<file path="src/rtl/pcie_dl_pkg.sv">
// Data-link layer types shared by the DLLP receive path and its bench.
package pcie_dl_pkg;

  typedef enum logic [1:0] {
    DL_INACTIVE = 2'd0,
    DL_INIT     = 2'd1,
    DL_ACTIVE   = 2'd2
  } pcie_dl_status_e;

endpackage

</file>
<file path="src/rtl/pcie_datalink_crc.sv">
// 16-bit DLLP CRC (x^16+x^12+x^3+x+1) over one 32-bit word.
// Byte0 [7:0] goes in first, and each byte goes in LSB first.
module pcie_datalink_crc (
  input  logic [15:0] crcIn,
  input  logic [31:0] data,
  output logic [15:0] crcOut
);

  localparam logic [15:0] POLY = 16'h100B;

  always_comb begin
    logic [15:0] crc;
    logic        fb;
    crc = crcIn;
    fb  = 1'b0;
    for (int i = 0; i < 32; i++) begin
      fb  = crc[15] ^ data[i];
      crc = {crc[14:0], 1'b0} ^ ({16{fb}} & POLY);
    end
    crcOut = crc;
  end

endmodule

</file>
<file path="src/rtl/dllp_receive.sv">
// Receives two-beat DLLPs, checks the CRC and decodes Ack/Nak and flow-control DLLPs.
// Build option: define DLLP_RECEIVE_STATS_EN to include the good/error statistics counters.
module dllp_receive
  import pcie_dl_pkg::*;
#(
  parameter int DATA_WIDTH = 32,
  parameter int KEEP_WIDTH = DATA_WIDTH / 8,
  parameter int USER_WIDTH = 3
) (
  input  logic                  clk_i,
  input  logic                  rst_ni,
  input  pcie_dl_status_e       link_status_i,
  input  logic [DATA_WIDTH-1:0] s_axis_tdata,
  input  logic [KEEP_WIDTH-1:0] s_axis_tkeep,
  input  logic                  s_axis_tvalid,
  input  logic                  s_axis_tlast,
  input  logic [USER_WIDTH-1:0] s_axis_tuser,
  output logic                  s_axis_tready,
  output logic                  ack_valid_o,
  output logic                  ack_nak_o,
  output logic [11:0]           ack_seq_o,
  output logic [7:0]            ph_limit_o,
  output logic [7:0]            nph_limit_o,
  output logic [7:0]            cplh_limit_o,
  output logic [11:0]           pd_limit_o,
  output logic [11:0]           npd_limit_o,
  output logic [11:0]           cpld_limit_o,
  output logic                  ph_inf_o,
  output logic                  pd_inf_o,
  output logic                  nph_inf_o,
  output logic                  npd_inf_o,
  output logic                  cplh_inf_o,
  output logic                  cpld_inf_o,
  output logic                  fc_init1_o,
  output logic                  fc_init2_o,
  output logic                  crc_err_o,
  output logic [15:0]           good_cnt_o,
  output logic [15:0]           err_cnt_o
);

  typedef enum logic [1:0] {
    ST_BODY = 2'd0,
    ST_CRC  = 2'd1,
    ST_DROP = 2'd2
  } state_e;

  localparam logic [KEEP_WIDTH-1:0] KEEP_BODY = KEEP_WIDTH'(4'hF);
  localparam logic [KEEP_WIDTH-1:0] KEEP_CRC  = KEEP_WIDTH'(4'h3);
  localparam logic [1:0]            CLS_INIT1 = 2'b01;

  state_e      state_reg;
  state_e      state_next;
  logic        tready_reg;
  logic [31:0] body_reg;
  logic [15:0] crc_out;
  logic        beat_acc;
  logic        body_ok;
  logic        crc_match;
  logic        body_load;
  logic        dllp_good;
  logic        dllp_bad;
  logic        crc_err_reg;
  logic        ack_valid_reg;
  logic        ack_nak_reg;
  logic [11:0] ack_seq_reg;

  logic unused_tuser;
  assign unused_tuser = ^s_axis_tuser;

  assign beat_acc  = s_axis_tvalid & tready_reg;
  assign body_ok   = (s_axis_tkeep == KEEP_BODY) && !s_axis_tlast;
  assign crc_match = (s_axis_tdata[15:0] == ~crc_out);

  pcie_datalink_crc u_crc (
    .crcIn  (16'hFFFF),
    .data   (body_reg),
    .crcOut (crc_out)
  );

  always_ff @(posedge clk_i or negedge rst_ni) begin
    if (!rst_ni) begin
      state_reg  <= ST_BODY;
      tready_reg <= 1'b0;
    end else begin
      state_reg  <= state_next;
      tready_reg <= 1'b1;
    end
  end

  always_comb begin
    state_next = state_reg;
    if (beat_acc) begin
      case (state_reg)
        ST_BODY: if (body_ok) state_next = ST_CRC;
        ST_CRC:  state_next = s_axis_tlast ? ST_BODY : ST_DROP;
        ST_DROP: if (s_axis_tlast) state_next = ST_BODY;
        default: state_next = ST_BODY;
      endcase
    end
  end

  // Beats seen in ST_DROP are silently discarded; the error was already flagged on entry.
  always_comb begin
    body_load = 1'b0;
    dllp_good = 1'b0;
    dllp_bad  = 1'b0;
    if (beat_acc) begin
      case (state_reg)
        ST_BODY: begin
          if (body_ok) body_load = 1'b1;
          else         dllp_bad  = 1'b1;
        end
        ST_CRC: begin
          if (s_axis_tlast && (s_axis_tkeep == KEEP_CRC) && crc_match) dllp_good = 1'b1;
          else                                                         dllp_bad  = 1'b1;
        end
        default: ;
      endcase
    end
  end

  always_ff @(posedge clk_i or negedge rst_ni) begin
    if (!rst_ni) begin
      body_reg <= '0;
    end else if (body_load) begin
      body_reg <= s_axis_tdata[31:0];
    end
  end

  // Field decode from the latched body.
  logic [7:0]  byte0;
  logic [1:0]  fc_cls;
  logic [1:0]  fc_sel;
  logic        fc_is_init;
  logic        fc_valid;
  logic        fc_apply;
  logic        link_down;
  logic        is_ack_nak;
  logic [7:0]  hdr_fc;
  logic [11:0] data_fc;

  assign byte0      = body_reg[7:0];
  assign fc_cls     = byte0[7:6];
  assign fc_sel     = byte0[5:4];
  assign fc_is_init = fc_cls[0];
  assign fc_valid   = (byte0[3:0] == 4'h0) && (fc_sel != 2'b11) && (fc_cls != 2'b00);
  assign link_down  = (link_status_i == DL_INACTIVE);
  assign fc_apply   = dllp_good && fc_valid && !link_down;
  assign is_ack_nak = (byte0 == 8'h00) || (byte0 == 8'h10);
  assign hdr_fc     = {body_reg[13:8], body_reg[23:22]};
  assign data_fc    = {body_reg[19:16], body_reg[31:24]};

  always_ff @(posedge clk_i or negedge rst_ni) begin
    if (!rst_ni) begin
      crc_err_reg   <= 1'b0;
      ack_valid_reg <= 1'b0;
      ack_nak_reg   <= 1'b0;
      ack_seq_reg   <= '0;
    end else begin
      crc_err_reg   <= dllp_bad;
      ack_valid_reg <= dllp_good && is_ack_nak;
      if (dllp_good && is_ack_nak) begin
        ack_nak_reg <= byte0[4];
        ack_seq_reg <= data_fc;
      end
    end
  end

  // Per-type credit state, index 0 = Posted, 1 = Non-Posted, 2 = Completion.
  logic [2:0][7:0]  hdr_lim;
  logic [2:0][11:0] data_lim;
  logic [2:0]       hdr_inf;
  logic [2:0]       data_inf;
  logic [2:0]       init1_seen;
  logic [2:0]       init2_seen;

  for (genvar gi = 0; gi < 3; gi++) begin : g_fc
    logic [7:0]  hdr_lim_reg;
    logic [11:0] data_lim_reg;
    logic        hdr_inf_reg;
    logic        data_inf_reg;
    logic        init1_reg;
    logic        init2_reg;
    logic        hit;

    assign hit = fc_apply && (fc_sel == 2'(gi));

    always_ff @(posedge clk_i or negedge rst_ni) begin
      if (!rst_ni) begin
        hdr_lim_reg  <= '0;
        data_lim_reg <= '0;
        hdr_inf_reg  <= 1'b0;
        data_inf_reg <= 1'b0;
        init1_reg    <= 1'b0;
        init2_reg    <= 1'b0;
      end else if (link_down) begin
        hdr_lim_reg  <= '0;
        data_lim_reg <= '0;
        hdr_inf_reg  <= 1'b0;
        data_inf_reg <= 1'b0;
        init1_reg    <= 1'b0;
        init2_reg    <= 1'b0;
      end else if (hit) begin
        if (fc_is_init) begin
          hdr_lim_reg  <= hdr_fc;
          data_lim_reg <= data_fc;
          hdr_inf_reg  <= (hdr_fc == 8'd0);
          data_inf_reg <= (data_fc == 12'd0);
          if (fc_cls == CLS_INIT1) init1_reg <= 1'b1;
          else                     init2_reg <= 1'b1;
        end else begin
          // An infinite-credit field never changes on UpdateFC.
          if (!hdr_inf_reg)  hdr_lim_reg  <= hdr_fc;
          if (!data_inf_reg) data_lim_reg <= data_fc;
        end
      end
    end

    assign hdr_lim[gi]    = hdr_lim_reg;
    assign data_lim[gi]   = data_lim_reg;
    assign hdr_inf[gi]    = hdr_inf_reg;
    assign data_inf[gi]   = data_inf_reg;
    assign init1_seen[gi] = init1_reg;
    assign init2_seen[gi] = init2_reg;
  end

`ifdef DLLP_RECEIVE_STATS_EN
  logic [15:0] good_cnt_reg;
  logic [15:0] err_cnt_reg;

  always_ff @(posedge clk_i or negedge rst_ni) begin
    if (!rst_ni) begin
      good_cnt_reg <= '0;
      err_cnt_reg  <= '0;
    end else begin
      if (dllp_good && (good_cnt_reg != 16'hFFFF)) good_cnt_reg <= good_cnt_reg + 16'd1;
      if (dllp_bad && (err_cnt_reg != 16'hFFFF))   err_cnt_reg  <= err_cnt_reg + 16'd1;
    end
  end

  assign good_cnt_o = good_cnt_reg;
  assign err_cnt_o  = err_cnt_reg;
`else
  assign good_cnt_o = '0;
  assign err_cnt_o  = '0;
`endif

  assign s_axis_tready = tready_reg;
  assign ack_valid_o   = ack_valid_reg;
  assign ack_nak_o     = ack_nak_reg;
  assign ack_seq_o     = ack_seq_reg;
  assign crc_err_o     = crc_err_reg;
  assign ph_limit_o    = hdr_lim[0];
  assign nph_limit_o   = hdr_lim[1];
  assign cplh_limit_o  = hdr_lim[2];
  assign pd_limit_o    = data_lim[0];
  assign npd_limit_o   = data_lim[1];
  assign cpld_limit_o  = data_lim[2];
  assign ph_inf_o      = hdr_inf[0];
  assign nph_inf_o     = hdr_inf[1];
  assign cplh_inf_o    = hdr_inf[2];
  assign pd_inf_o      = data_inf[0];
  assign npd_inf_o     = data_inf[1];
  assign cpld_inf_o    = data_inf[2];
  assign fc_init1_o    = &init1_seen;
  assign fc_init2_o    = &init2_seen;

endmodule

</file>
<file path="config.mk">
export PLATFORM = sky130hd
export DESIGN_NAME = dllp_receive
export DESIGN_NICKNAME = d
export VERILOG_FILES = /design/src/rtl/pcie_dl_pkg.sv /design/src/rtl/pcie_datalink_crc.sv /design/src/rtl/dllp_receive.sv
export SDC_FILE = /design/constraint.sdc
export NUM_CORES = 1
export LEC_CHECK = 0
export CORE_MARGIN = 8
export CORE_UTILIZATION = 48
export CTS_BUF_LIST = sky130_fd_sc_hd__clkbuf_4 sky130_fd_sc_hd__clkbuf_8
export CTS_CLUSTER_SIZE = 24
export DETAILED_ROUTE_END_ITERATION = 10
export GPL_TIMING_DRIVEN = 0
export PLACE_DENSITY = 0.79
export SETUP_SLACK_MARGIN = 0.05
export SYNTH_ARGS = -nofsm -noshare
export SYNTH_HDL_FRONTEND = slang
export SYNTH_SLANG_ARGS = --single-unit
export TNS_END_PERCENT = 100
</file>
<file path="constraint.sdc">
create_clock -name clk_i -period 4.25 [get_ports clk_i]
set_clock_uncertainty 0.1 [all_clocks]
set_input_delay 0.6375 -clock clk_i [delete_from_list [all_inputs] [get_ports clk_i]]
set_output_delay 0.6375 -clock clk_i [all_outputs]
set_load 0.02 [all_outputs]
</file>
After elaboration in Yosys (flattened, before gate mapping)
Cells that the tools add are included.
{"block": "word_totals", "regBits": 122, "input_bits": 45, "output_inout_bits": 116, "word_cells": 223}
{"block": "op_classes", "n_eq_ne": 19, "muxes": 68, "n_bitwise": 66, "n_reduce_logical": 45}
{"operator": "$xor 16x13->16", "n": 31}
{"operator": "$mux 12", "n": 12}
{"operator": "$mux 8", "n": 12}
{"operator": "$mux 1", "n": 39}
{"operator": "$xor 1x1->1", "n": 31}
{"operator": "$reduce_and 3->1", "n": 9}
{"operator": "$ne 3x3->1 const B", "n": 6}
{"operator": "$reduce_and 2->1", "n": 9}
{"operator": "$eq 16x16->1", "n": 1}
{"operator": "$logic_not 8->1", "n": 2}
{"operator": "$not 16->16", "n": 1}
{"operator": "$not 12->15", "n": 1}
{"operator": "$logic_not 12->1", "n": 1}
{"operator": "$reduce_bool 2->1", "n": 6}
{"operator": "$logic_and 1x1->1", "n": 11}
{"operator": "$eq 8x5->1 const B", "n": 1}
{"operator": "$ne 2x2->1 const B", "n": 4}
{"operator": "$eq 2x1->1 const B", "n": 3}
{"operator": "$logic_not 2->1", "n": 3}
{"operator": "$mux 2", "n": 3}
{"operator": "$pmux 2 s3", "n": 1}
{"operator": "$eq 2x2->1 const B", "n": 2}
{"operator": "$eq 4x2->1 const B", "n": 1}
{"operator": "$eq 4x4->1 const B", "n": 1}
{"operator": "6 further kinds", "n": 7}

Depth between registers and ports, before layout
{"block": "depth", "depth_word": 75, "mapped_depth": 14, "depth_no_buf": 12}

By module
From an unflattened synthesis, not the netlist that was laid out.
{"block": "hier_totals", "cells_unflattened": 604, "area_unflattened_um2": 7220.7}
{"mod": "dllp_receive", "instances": 1, "cells_each": 491, "area_per_inst_um2": 5631.7, "seq_area_each_um2": 3052.9}
{"mod": "pcie_datalink_crc", "instances": 1, "cells_each": 113, "area_per_inst_um2": 1589.0, "seq_area_each_um2": 0.0}

Worst setup path before layout
OpenSTA, ideal clock, no wires.
{"block": "synth_timing", "path_kind": "reg-to-reg", "start": "register body_reg[9]", "end": "register ack_seq_reg[10], in the netlist ack_seq_o[10]", "setup_time_ns": 0.125, "arrival_ns": 4.281, "t_required_ns": 4.025, "slack_ns": -0.256, "path_stages_with_launch": 13, "n_path_buf": 2, "synth_period_minus_slack_ns": 4.506, "path_cell_list": "dfrtp_1 buf_4 xnor3_1 xnor3_1 xnor2_2 xor3_1 xnor3_1 o2111ai_1 or4_4 a2111oi_4 nand2_2 buf_6 mux2_4"}
{"block": "synth_via", "elab_chain_cells": 36, "word_cells_on_any_way": 41, "classes_between": "eq/ne: 1; mux: 3; bitwise: 35; reduce/logical: 2"}
{"element": "start: declaration", "line_no": "dllp_receive.sv:54", "text": "logic [31:0] body_reg;"}
{"element": "start signal: assignment", "line_no": "dllp_receive.sv:126", "text": "body_reg <= s_axis_tdata[31:0];"}
{"element": "$xor 1x1->1 (*)", "line_no": "pcie_datalink_crc.sv:17", "text": "fb = crc[15] ^ data[i];"}
{"element": "$xor 16x13->16 (*) (4 in series)", "line_no": "pcie_datalink_crc.sv:18", "text": "crc = {crc[14:0], 1'b0} ^ ({16{fb}} & POLY);"}
{"element": "$xor 1x1->1", "line_no": "pcie_datalink_crc.sv:17"}
{"element": "$xor 16x13->16 (*) (4 in series)", "line_no": "pcie_datalink_crc.sv:18"}
{"element": "$xor 1x1->1", "line_no": "pcie_datalink_crc.sv:17"}
{"element": "$xor 16x13->16 (*) (4 in series)", "line_no": "pcie_datalink_crc.sv:18"}
{"element": "$xor 1x1->1", "line_no": "pcie_datalink_crc.sv:17"}
{"element": "$xor 16x13->16 (*) (4 in series)", "line_no": "pcie_datalink_crc.sv:18"}
{"element": "[6 not listed]"}
{"element": "$xor 16x13->16 (*) (3 in series)", "line_no": "pcie_datalink_crc.sv:18"}
{"element": "$not 16->16 (*)", "line_no": "dllp_receive.sv:72", "text": "assign crc_match = (s_axis_tdata[15:0] == ~crc_out);"}
{"element": "$eq 16x16->1 (*)", "line_no": "dllp_receive.sv:72"}
{"element": "$logic_and 1x1->1 (*)", "line_no": "dllp_receive.sv:114", "text": "if (s_axis_tlast && (s_axis_tkeep == KEEP_CRC) && crc_match) dllp_good = 1'b1;"}
{"element": "$mux 1 (*)", "line_no": "dllp_receive.sv:114"}
{"element": "$mux 1 (*)", "line_no": "dllp_receive.sv:108", "text": "case (state_reg)"}
{"element": "$mux 1 (*)", "line_no": "dllp_receive.sv:107", "text": "if (beat_acc) begin"}
{"element": "$logic_and 1x1->1 (*)", "line_no": "dllp_receive.sv:162", "text": "if (dllp_good && is_ack_nak) begin"}
{"element": "end signal: assignment", "line_no": "dllp_receive.sv:164", "text": "ack_seq_reg <= data_fc;"}
{"element": "end: declaration", "line_no": "dllp_receive.sv:65", "text": "logic [11:0] ack_seq_reg;"}
Every way passes the cells marked *; elsewhere a longest branch is shown, timed or not.
A chain may end at the register's enable or synchronous reset.

Final worst setup path
{"block": "layout_timing", "start": "register body_reg[2]", "end": "register ack_seq_reg[10], in the netlist ack_seq_o[10]"}
{"block": "layout_via", "elab_chain_cells": 45, "word_cells_on_any_way": 58, "classes_between": "eq/ne: 2; mux: 3; bitwise: 49; reduce/logical: 4"}
{"element": "$xor 1x1->1", "line_no": "pcie_datalink_crc.sv:17"}
{"element": "$xor 16x13->16 (4 in series)", "line_no": "pcie_datalink_crc.sv:18"}
{"element": "$xor 1x1->1", "line_no": "pcie_datalink_crc.sv:17"}
{"element": "$xor 16x13->16 (4 in series)", "line_no": "pcie_datalink_crc.sv:18"}
{"element": "$xor 1x1->1", "line_no": "pcie_datalink_crc.sv:17"}
{"element": "$xor 16x13->16 (4 in series)", "line_no": "pcie_datalink_crc.sv:18"}
{"element": "$xor 1x1->1", "line_no": "pcie_datalink_crc.sv:17"}
{"element": "$xor 16x13->16 (4 in series)", "line_no": "pcie_datalink_crc.sv:18"}
{"element": "[16 not listed]"}
{"element": "$xor 16x13->16 (2 in series)", "line_no": "pcie_datalink_crc.sv:18"}
{"element": "$not 16->16", "line_no": "dllp_receive.sv:72"}
{"element": "$eq 16x16->1", "line_no": "dllp_receive.sv:72"}
{"element": "$logic_and 1x1->1", "line_no": "dllp_receive.sv:114"}
{"element": "$mux 1", "line_no": "dllp_receive.sv:114"}
{"element": "$mux 1", "line_no": "dllp_receive.sv:108"}
{"element": "$mux 1", "line_no": "dllp_receive.sv:107"}
{"element": "$logic_and 1x1->1 (*)", "line_no": "dllp_receive.sv:162"}
Marked as above.

==> results by group <==
Timing
  – Setup-failing EPs final: 66
  – Unrepaired setup endpoints after global routing: yes
  – Max Transition Viols Final: 0
  – Fmax: 0.217 GHz
  – Rel. slew slack: 37.1%
  – Measured slew at the worst slew-check pin: a little over 0.9 ns
  – Final period util: 108%
  – Fin. Hold Viols: 0
  – Setup ws final: -0.360 ns
  – Crit path time final: about 4.6 ns

Synth
  – Cells after Synth: 563
  – XOR/XNOR share of the synthesized area: 22.3%
  – Mux cell area share after synthesis: 16.9%
  – Ys Warns: 0
  – Count leader, synth: dfrtp_1
  – Post-synthesis adder-cell area fraction: 0.348%
  – Yosys cell types: slightly above 50
  – Post-synthesis sequential area ratio: around 42%
  – Main synth FF type: dfrtp_1
  – Compound-cell area share of the yosys netlist: 3.91%
  – Post-Synth Simple-Gate Area: 8.14%
  – Area contributors post-synth: dfrtp_1, xnor3_1, mux2i_1
  – Flops & latches, synth: 122
  – Top cell type by total area after synthesis: dfrtp_1
  – Syn Area/Cell: 12.8 µm²
  – Largest family of logic cells by synthesized area: XOR/XNOR gates
  – Post-synth top cells: dfrtp_1, nor2_1, mux2i_1
  – Post-synth top area share: 42.4%
  – Post-synth ARST share: 100%
  – Synth Cell Area: 7190 µm²
  – Post-synth EDFFs: 0

Global route
  – Vias in the first global route: roughly 5600
  – Total global routing overflow: 0
  – Global Route Usage Sum: a little over a fifth
  – Initial antenna violation count: 0
  – Maximum number of pins on one net before global-route repair: 72
  – First-pass GRT wire length: 31900 µm

Placed design
  – Area after DPL: 8870 µm²
  – Detailed-placement wirelength estimate: 14500 µm
  – Final GP Congestion: 0.908
  – # port buffers: approximately 130
  – Place WS: -0.755 ns

Floorplanning
  – Die H: ~140 µm
  – Die Area: 19200 µm²
  – Core area: 14600 µm²
  – Rows: 44
  – Effective utilization at floorplan: 49.3%
  – Die width: 138 µm
  – Number of I/O pins: 161

Clock tree
  – Clk sinks: 122
  – Clock tree buffer depth: 2
  – CTS clock-pin slew for the worst setup and hold paths: 0.08 ns
  – Clk root buf: clkbuf_8
  – CTS tree: done
  – H-tree levels: 4
  – Worst skew pair latency: 0.47 ns
  – Post-CTS Hold Buffers: 0
  – Inserted Clock Buffers: 17

Route
  – Initial DRC Count: 404
  – Vias post-DR: 5311
  – Remaining DRCs: 0
  – WL final: about 22000 µm
  – Wire length per cell: 22.2 µm
  – DRT antenna net count: 0
  – DR pass1 iterations: 5
  – Via density: around 5.4

Finish
  – Share of cells above drive strength 1: 30.8%
  – Finished Cell Area: 10200 µm²
  – Area Overhead vs Synth: 41.4%
  – Core Util, Final: 69.7%
  – Nets: 832
  – Largest register FFs: 32
  – # diodes: 0

Setup path
  – CP arrival: 4.86 ns
  – Critical Path Source Type: flop
  – Required @ worst endpoint: 4.50 ns
  – CP Class: reg2reg
  – Worst Path Max Fanout: 5
  – CP endpoint kind: flop

Run
  – Max-Cap Viols: 0

Min path
  – Worst hold-check path type: in2async

Power and ir drop
  – Switching Fraction: between 40 and 50%
  – Peak supply drop: 0.00123 V
  – P_leak: 5.11 nW
  – Switching Power: 0.00423 W
  – Int Power: approximately 0.0056 W
  – Sequential share of power: 13.1%
  – Gate power share: around three quarters
  – Power Density: between 900 and 1000 nW/µm²
  – Clock Power Share: between 10% and 20%

Run status
  – Status: complete, but fails checks
  – Failing checks: negative setup slack
-- power groups by stage --
stage	combinational [W]	clock, W	sequential, W
2_1_floorplan	0.00411	0	0.00126
3_5_place_dp	0.00493	0	0.00128
3_3_place_gp	0.00476	0	0.00128
4_1_cts	0.00600	0.00114	0.00128
6_report	0.00741	0.00114	0.00128
5_1_grt	0.00765	0.00120	0.00129
-- cells by family after synthesis --
kind of cell / Yosys count
buf+inv: 72
xor+xnor: 97
flops: 122
mux: 112
simple gates: 128
other cells: 2
fa+ha+maj: 2
compound gates: 28
-- cell type report --
type / instances / area [µm²]
fill: 957 / 4420
multi-input combinational: 400 / 4230
sequential: 122 / 3060
timing repair buffer: 176 / 1770
buffer: 60 / 428
clock buffer: 20 / 269
tap: 184 / 230
clock inverter: 12 / 165
inverter: 8 / 32.5
-- routing by layer --
metal | global-route usage (%) | wire [µm]
met1 | 25.8 | 8520
met2 | 35.0 | 10900
met3 | 7.05 | 1750
met4 | 7.89 | 568
met5 | 0 | 0
-- critical path, stage by stage, from the launching register on --
cell,delay [ns]
dfrtp_1,0.33
clkbuf_4,0.19
inv_1,0.06
ha_1,0.36
xor3_1,0.37
xnor3_2,0.30
xnor3_1,0.42
xor3_2,0.35
and3_1,0.20
o2111ai_2,0.18
or4_4,0.50
a2111oi_4,0.43
nand2_4,0.19
buf_12,0.19
mux2_4,0.29
-- placed cells by master, fill, tap and decap left out, types with 4 or more instances in the layout --
| cell type | count |
|---|---|
| xnor3_2 | 13 |
| mux2_4 | 14 |
| clkdlybuf4s50_1 | 124 |
| mux2_2 | 31 |
| dfrtp_1 | 119 |
| nor2_1 | 70 |
| mux2i_1 | 65 |
| clkbuf_1 | 14 |
| nor4_1 | 8 |
| nand2_1 | 17 |
| buf_4 | 68 |
| xnor3_1 | 28 |
| buf_6 | 18 |
| and3_1 | 6 |
| clkbuf_8 | 19 |
| clkinv_4 | 4 |
| buf_12 | 4 |
| xnor2_4 | 4 |
| xor3_2 | 5 |
| xnor2_1 | 25 |
| xnor2_2 | 6 |
| conb_1 | 33 |
| nor3_2 | 4 |
| inv_1 | 6 |
| xor2_1 | 8 |
-- what timing repair did --
item | in CTS | in global routing
setup endpoints to repair | 87 | 87
resized for setup | 41 | 49
buffers inserted | 33 | 15
gates cloned | 2 | 0
pin swaps | 22 | 8
-- final timing paths --
kind	from	endpoint	slack (ns)	cells past startpoint
max in group asynchronous	rst_ni	ack_seq_o[9]$_DFFE_PN0P_	3.31	2
worst max register to register	body_reg[2]$_DFFE_PN0P_	ack_seq_o[10]$_DFFE_PN0P_	-0.36	14
worst min register to register	g_fc[1].init2_reg$_DFFE_PN0P_	g_fc[1].init2_reg$_DFFE_PN0P_	0.41	2
worst min-delay path	rst_ni	body_reg[11]$_DFFE_PN0P_	0.02	1
worst max-delay path	body_reg[2]$_DFFE_PN0P_	ack_seq_o[10]$_DFFE_PN0P_	-0.36	14
min in group clk_i	g_fc[1].init2_reg$_DFFE_PN0P_	g_fc[1].init2_reg$_DFFE_PN0P_	0.41	2
-- stage by stage --
| step | hold slack (ns) | power (W) | TNS, ns | instances |
|---|---|---|---|---|
| floorplan | 0.242 | 0.00537 | 0 | 594 |
| global placement | 0.374 | 0.00604 | -291.60 | 903 |
| detailed placement | 0.384 | 0.00621 | -46.72 | 904 |
| CTS | 0.0170 | 0.00842 | -10.73 | 967 |
| global route | 0.0459 | 0.0101 | -29.37 | 982 |
| finish | 0.0191 | 0.00983 | -15.67 | 982 |
Note: power is estimated with default switching activity, not from simulation.
